## src/rtl/fb_pixel_writer.sv

```systemverilog
// fb_pixel_writer: takes the rasterizer pixel stream, clips and dedupes it,
// buffers it in a small FIFO, and writes each pixel to the framebuffer SRAM
// with a SETUP / STROBE / HOLD write-strobe sequence.
//
// Ports:
//   clk, n_rst               clock, asynchronous active-low reset
//   pix_addr/pix_color       pixel {X[9:0],Y[8:0]} and colour from rasterizer
//   pix_valid                pixel valid this cycle
//   prim_done                rising edge marks end of primitive
//   stop                     backpressure to rasterizer (from registered count)
//   sram_addr/sram_wdata     framebuffer address / write data
//   sram_ce_n/sram_we_n      active-low chip enable / write enable
//   write_done               one-cycle pulse once the primitive is fully written
//   overflow                 sticky: pixel dropped because FIFO was full
//   pix_count                pixels written since last write_done (wraps)
module fb_pixel_writer #(
    parameter int unsigned DEPTH     = 8,
    parameter int unsigned COLOR_W   = 8,
    parameter int unsigned WE_CYCLES = 2,
    parameter int unsigned H_RES     = 640,
    parameter int unsigned V_RES     = 480
) (
    input  logic               clk,
    input  logic               n_rst,
    input  logic [18:0]        pix_addr,
    input  logic               pix_valid,
    input  logic [COLOR_W-1:0] pix_color,
    input  logic               prim_done,
    output logic               stop,
    output logic [18:0]        sram_addr,
    output logic [COLOR_W-1:0] sram_wdata,
    output logic               sram_ce_n,
    output logic               sram_we_n,
    output logic               write_done,
    output logic               overflow,
    output logic [15:0]        pix_count
);

    localparam int unsigned ADDR_W = 19;
    localparam int unsigned PTR_W  = $clog2(DEPTH);
    localparam int unsigned CNT_W  = PTR_W + 1;
    localparam int unsigned ENT_W  = ADDR_W + COLOR_W;
    localparam int unsigned WC_W   = (WE_CYCLES > 1) ? $clog2(WE_CYCLES) : 1;

    localparam logic [1:0] S_IDLE   = 2'd0;
    localparam logic [1:0] S_SETUP  = 2'd1;
    localparam logic [1:0] S_STROBE = 2'd2;
    localparam logic [1:0] S_HOLD   = 2'd3;

    logic [ENT_W-1:0]   mem_q [DEPTH];
    logic [PTR_W-1:0]   wr_ptr_q, wr_ptr_d, rd_ptr_q, rd_ptr_d;
    logic [CNT_W-1:0]   count_q, count_d;
    logic [1:0]         state_q, state_d;
    logic [WC_W-1:0]    we_cnt_q, we_cnt_d;
    logic [ADDR_W-1:0]  sram_addr_q, sram_addr_d, last_addr_q, last_addr_d;
    logic [COLOR_W-1:0] wdata_q, wdata_d;
    logic               ce_n_q, ce_n_d, we_n_q, we_n_d;
    logic               last_vld_q, last_vld_d;
    logic               done_pend_q, done_pend_d;
    logic               prim_done_q, prim_done_d;
    logic               write_done_q, write_done_d;
    logic               overflow_q, overflow_d;
    logic [15:0]        pix_count_q, pix_count_d;

    logic               clip, dup, full, empty, pop, push, fire;
    logic [ENT_W-1:0]   head;

    // Acceptance qualifiers; a pop in the same cycle frees a slot for a push when full
    always_comb begin
        clip  = (32'(pix_addr[18:9]) >= H_RES) || (32'(pix_addr[8:0]) >= V_RES);
        dup   = last_vld_q && (pix_addr == last_addr_q);
        full  = (count_q == CNT_W'(DEPTH));
        empty = (count_q == '0);
        pop   = ((state_q == S_IDLE) || (state_q == S_HOLD)) && !empty;
        push  = pix_valid && !clip && !dup && (!full || pop);
        fire  = done_pend_q && empty && (state_q == S_IDLE);
        head  = mem_q[rd_ptr_q];
    end

    assign stop = (count_q >= CNT_W'(DEPTH - 2));

    // Next-state: FIFO, write FSM, completion tracking
    always_comb begin
        wr_ptr_d     = wr_ptr_q;
        rd_ptr_d     = rd_ptr_q;
        count_d      = count_q + CNT_W'(push) - CNT_W'(pop);
        state_d      = state_q;
        we_cnt_d     = we_cnt_q;
        sram_addr_d  = sram_addr_q;
        wdata_d      = wdata_q;
        last_addr_d  = last_addr_q;
        last_vld_d   = last_vld_q;
        prim_done_d  = prim_done;
        done_pend_d  = done_pend_q;
        write_done_d = fire;
        overflow_d   = overflow_q;
        pix_count_d  = write_done_q ? 16'd0 : pix_count_q;

        if (push) begin
            wr_ptr_d    = wr_ptr_q + PTR_W'(1);
            last_addr_d = pix_addr;
        end
        if (pix_valid && !clip && !dup && full && !pop) begin
            overflow_d = 1'b1;
        end
        if (pop) begin
            rd_ptr_d    = rd_ptr_q + PTR_W'(1);
            sram_addr_d = head[ENT_W-1:COLOR_W];
            wdata_d     = head[COLOR_W-1:0];
        end

        case (state_q)
            S_IDLE: begin
                if (pop) state_d = S_SETUP;
            end
            S_SETUP: begin
                state_d  = S_STROBE;
                we_cnt_d = '0;
            end
            S_STROBE: begin
                if (we_cnt_q == WC_W'(WE_CYCLES - 1)) state_d = S_HOLD;
                else                                   we_cnt_d = we_cnt_q + WC_W'(1);
            end
            default: begin
                pix_count_d = pix_count_d + 16'd1;
                state_d     = pop ? S_SETUP : S_IDLE;
            end
        endcase

        // Strobes registered from the next state so they line up with state_q
        ce_n_d = (state_d == S_IDLE);
        we_n_d = (state_d != S_STROBE);

        // A prim_done edge while already pending (or while firing) merges into one pulse
        if (fire)                                 done_pend_d = 1'b0;
        else if (prim_done && !prim_done_q)       done_pend_d = 1'b1;

        if (fire) last_vld_d = 1'b0;
        if (push) last_vld_d = 1'b1;
    end

    // FIFO storage needs no reset; occupancy is tracked by count_q
    always_ff @(posedge clk) begin
        if (push) mem_q[wr_ptr_q] <= {pix_addr, pix_color};
    end

    always_ff @(posedge clk or negedge n_rst) begin
        if (!n_rst) begin
            wr_ptr_q     <= '0;
            rd_ptr_q     <= '0;
            count_q      <= '0;
            state_q      <= S_IDLE;
            we_cnt_q     <= '0;
            sram_addr_q  <= '0;
            wdata_q      <= '0;
            ce_n_q       <= 1'b1;
            we_n_q       <= 1'b1;
            last_addr_q  <= '0;
            last_vld_q   <= 1'b0;
            prim_done_q  <= 1'b0;
            done_pend_q  <= 1'b0;
            write_done_q <= 1'b0;
            overflow_q   <= 1'b0;
            pix_count_q  <= '0;
        end else begin
            wr_ptr_q     <= wr_ptr_d;
            rd_ptr_q     <= rd_ptr_d;
            count_q      <= count_d;
            state_q      <= state_d;
            we_cnt_q     <= we_cnt_d;
            sram_addr_q  <= sram_addr_d;
            wdata_q      <= wdata_d;
            ce_n_q       <= ce_n_d;
            we_n_q       <= we_n_d;
            last_addr_q  <= last_addr_d;
            last_vld_q   <= last_vld_d;
            prim_done_q  <= prim_done_d;
            done_pend_q  <= done_pend_d;
            write_done_q <= write_done_d;
            overflow_q   <= overflow_d;
            pix_count_q  <= pix_count_d;
        end
    end

    assign sram_addr  = sram_addr_q;
    assign sram_wdata = wdata_q;
    assign sram_ce_n  = ce_n_q;
    assign sram_we_n  = we_n_q;
    assign write_done = write_done_q;
    assign overflow   = overflow_q;
    assign pix_count  = pix_count_q;

endmodule

```

## config.mk

```make
export PLATFORM = sky130hd
export DESIGN_NAME = fb_pixel_writer
export DESIGN_NICKNAME = d
export VERILOG_FILES = /design/src/rtl/fb_pixel_writer.sv
export SDC_FILE = /design/constraint.sdc
export NUM_CORES = 1
export LEC_CHECK = 0
export ABC_AREA = 1
export BUFFER_PORTS_ARGS = -buffer_cell sky130_fd_sc_hd__buf_2
export CORE_MARGIN = 4
export CORE_UTILIZATION = 55
export DETAILED_ROUTE_END_ITERATION = 7
export PLACE_DENSITY_LB_ADDON = 0.2
export RECOVER_POWER = 25
export SYNTH_ARGS = -nofsm -noshare
export SYNTH_HDL_FRONTEND = slang
export SYNTH_SLANG_ARGS = --single-unit
```

## constraint.sdc

```tcl
create_clock -name clk -period 2.6 [get_ports clk]
set_input_delay 0.39 -clock clk [delete_from_list [all_inputs] [get_ports clk]]
set_output_delay 0.39 -clock clk [all_outputs]
set_load 0.02 [all_outputs]
```

==> flow_summary_export.csv <==
group,metric,value,unit
sta,slew_violations,0,
routing,avgRoutedWirePerCell,17.9,um
routing,ant_nets,0,
worst_setup_path,path_cells,"inv_1, ha_1, or2_1, buf_4, nand4_1, nand2_1, ha_1, inv_1, fa_1, inv_1",
placement,place_congestion,0.807,
yosys,avgSynthCellArea,11.2,um2
placement,numPortBuffers,78,
clocking,cts_buffer_depth,3,
floorplanning,fp-row-count,54,
sta,worst_slew_pin_slew,0.643,ns
sta,rsz0062_at_grt,"no",
floorplanning,core_area,22100,um2
worst_setup_path,required,3.03,ns
placement,dpl.hpwl,16.1,mm
routing,firstDrtPassIters,5,
worst_setup_path,crit_fanout,13,
pwr,leakagePower,5.62,nW
job,maxCapViolations,0,
run_status,status,"completed",
worst_setup_path,reg2reg_slack,0.26,ns
sta,fin_crit,2.34,ns
yosys,ys_ff_latch,298,
global_route,grt_overflow,0,
floorplanning,initial_utilization,0.565,
global_route,grt_pass1_wl,42.2,mm
yosys,ys_seq_area_frac,0.685,
finish,utilization,0.647,
clocking,cts_tree,"yes",
routing,via_count,8261,
finish,num-nets-final,1244,
sta,maxSlewHeadroom,0.571,
floorplanning,die-area,25200,um2
global_route,grt_max_degree,110,
finish,drive_gt1_frac,0.133,
routing,drc_errors,0,
worst_setup_path,worstRegToRegCells,10,
routing,via_per_inst,5.50,
worst_setup_path,endpoint,"count_q[1]",
clocking,clkTransAtPathRegs,0.06,ns
clocking,clk_latency,0.54,ns
clocking,numCtsBuffers,29,
routing,wl,27.0,mm
worst_setup_path,slowest_delay,0.48,ns
yosys,ys_warn_count,0,
floorplanning,ios,79,
global_route,grt.total_usage,0.215,
global_route,antenna_found_initial,0,
sta,fin_tns_setup,0,ns
sta,max_freq,0.427,GHz
sta,fin_crit_sh,0.900,
floorplanning,die_h,159,um
clocking,cts.sinks,298,
floorplanning,dieWidth,159,um
pwr,max-vdd-ir-drop,694,uV
sta,skew,0.00915,ns
clocking,root_buffer,"clkbuf_16",
worst_setup_path,timing.rr.end,"count_q[1]",
worst_setup_path,critPathLaunchType,"flip-flop",
yosys,synthCells,1112,
pwr,p_per_area,1120,nW/um2
worst_setup_path,r2r_start,"state_q[0]",
clocking,cts_setup_buffers,0,
pwr,total_power,16.0,mW
worst_setup_path,cpMostUsedCell,"inv_1",
yosys,synth_nets,1156,
worst_setup_path,slowest_stage,"fa_1",
routing,drt-initial-drc-count,681,
worst_setup_path,cp.arrival,2.77,ns
worst_setup_path,critPathLaunch,"state_q[0]",
finish,areaGrowthSynthToFinish,14.6,%
yosys,syn_area,12500,um2
finish,antennaDiodeCount,0,
sta,finalHoldViolations,0,
global_route,grt_pass1_vias,7830,
worst_setup_path,end_kind,"flip-flop",
worst_setup_path,critPathKind,"flip-flop to flip-flop",
sta,setup_viol,0,
yosys,synth_cell_types,34,
clocking,htreeDepth,1,
min_path,min_path_type,"input pin to flip-flop",
## worst max-delay path: cells and delay by family, from the launching register on
family                     cells  cell delay [ns]
and+or+nand+nor                3             0.43
DFF                            1             0.36
buffers and inverters          4             0.43
adders and majority gates      3             1.02
## report_power, final
part           total [mW]  internal [mW]  switching, mW
registers            6.36           5.92          0.434
logic                5.54           1.84           3.69
clock network        4.07           2.42           1.65
total                16.0           10.2           5.77
## Yosys cell counts (all sizes together)
| cell type | n | share of area |
|---|---|---|
| clkbuf | 20 | 0.0060 |
| o21ai | 126 | 0.051 |
| or2 | 1 | 0.00050 |
| dfrtp | 80 | 0.16 |
| xor2 | 9 | 0.0063 |
| a21oi | 2 | 0.00080 |
| dfstp | 2 | 0.0042 |
| inv | 67 | 0.020 |
| nand2 | 191 | 0.058 |
| buf | 40 | 0.019 |
| nor3 | 4 | 0.0024 |
| edfxtp | 216 | 0.52 |
| nor2 | 214 | 0.068 |
| a211o | 1 | 0.00070 |
| nand4 | 28 | 0.014 |
| o21bai | 1 | 0.00060 |
| nand3 | 35 | 0.016 |
| xnor2 | 7 | 0.0049 |
| o211ai | 54 | 0.032 |
| ha | 12 | 0.012 |
| fa | 1 | 0.0016 |
| and3 | 1 | 0.00050 |
## worst min path at each step
stage,from,endpoint,cells after the start
6_report,pix_color[1],mem_q[4][1],1
5_1_grt,pix_color[3],mem_q[5][3],1
4_1_cts,pix_color[5],mem_q[5][5],1
3_5_place_dp,n_rst,sram_wdata[4],1
3_3_place_gp,n_rst,sram_wdata[3],1
2_1_floorplan,n_rst,count_q[0],0
## cell families after synthesis
logic type / share of synthesized area
compound gates: 0.0851
flops: 0.685
buf+inv: 0.0457
simple gates: 0.160
xor+xnor: 0.0112
fa+ha+maj: 0.0136
## placed cells by master, fill, tap and decap left out, drive strengths merged
cell type / Yosys / routed
dlygate4sd3: 0 / 2
o21ai: 126 / 126
ha: 12 / 12
clkinvlp: 0 / 1
nand3: 35 / 35
dfstp: 2 / 2
clkbuf: 20 / 68
inv: 67 / 67
edfxtp: 216 / 216
fa: 1 / 1
and3: 1 / 1
xor2: 9 / 9
o211ai: 54 / 54
nor3: 4 / 4
o21bai: 1 / 1
a211o: 1 / 1
a21oi: 2 / 2
bufinv: 0 / 2
nor2: 214 / 214
dfrtp: 80 / 80
nand4: 28 / 28
buf: 40 / 93
nand2: 191 / 191
xnor2: 7 / 7
clkinv: 0 / 4
or2: 1 / 1
## what timing repair did
item / CTS / global route
hold buffers: 2 / 0
setup endpoints to repair: 0 / 0
hold endpoints to repair: 19 / 0
resized for setup: 0 / 0
## routing by layer
layer  wire, um  vias up  share of wire  GRT usage
met5          0        -              0          0
met4        578        0          0.021     0.0536
met3       1400       44          0.052     0.0250
met2      13000      233           0.48      0.349
met1      12000     3994           0.45      0.313
li1           -     3990              -          -
## metrics by stage
step | setup slack [ns] | cell area, um2 | hold WS [ns] | instances
after floorplan | 0.0159 | 12500 | 0.0944 | 1112
after global placement | 0.314 | 13400 | 0.290 | 1447
after detailed placement | 0.266 | 13400 | 0.296 | 1447
after CTS | 0.257 | 14300 | 0.116 | 1502
after global routing | 0.113 | 14300 | 0.232 | 1502
final | 0.260 | 14300 | 0.209 | 1502
## state kept, by name (all words and copies together), names as in the netlist
register	cells
mem_q	216
last_vld_q	1
pix_count	16
last_addr_q	19
count_q	4
we_cnt_q	1
done_pend_q	1
state_q	2
overflow	1
sram_addr	19
sram_ce_n	1
rd_ptr_q	3
prim_done_q	1
write_done	1
sram_wdata	8
wr_ptr_q	3
sram_we_n	1
## final cells by class
type / instances / area, um2
flip-flops and latches: 298 / 8540
fillers: 1696 / 7790
multi-input cells: 687 / 3370
repair buffers: 117 / 851
clock buffers: 46 / 850
well taps: 280 / 350
inverters: 67 / 254
clock inverters: 7 / 85.1
Power figures use the tool's default switching activity.
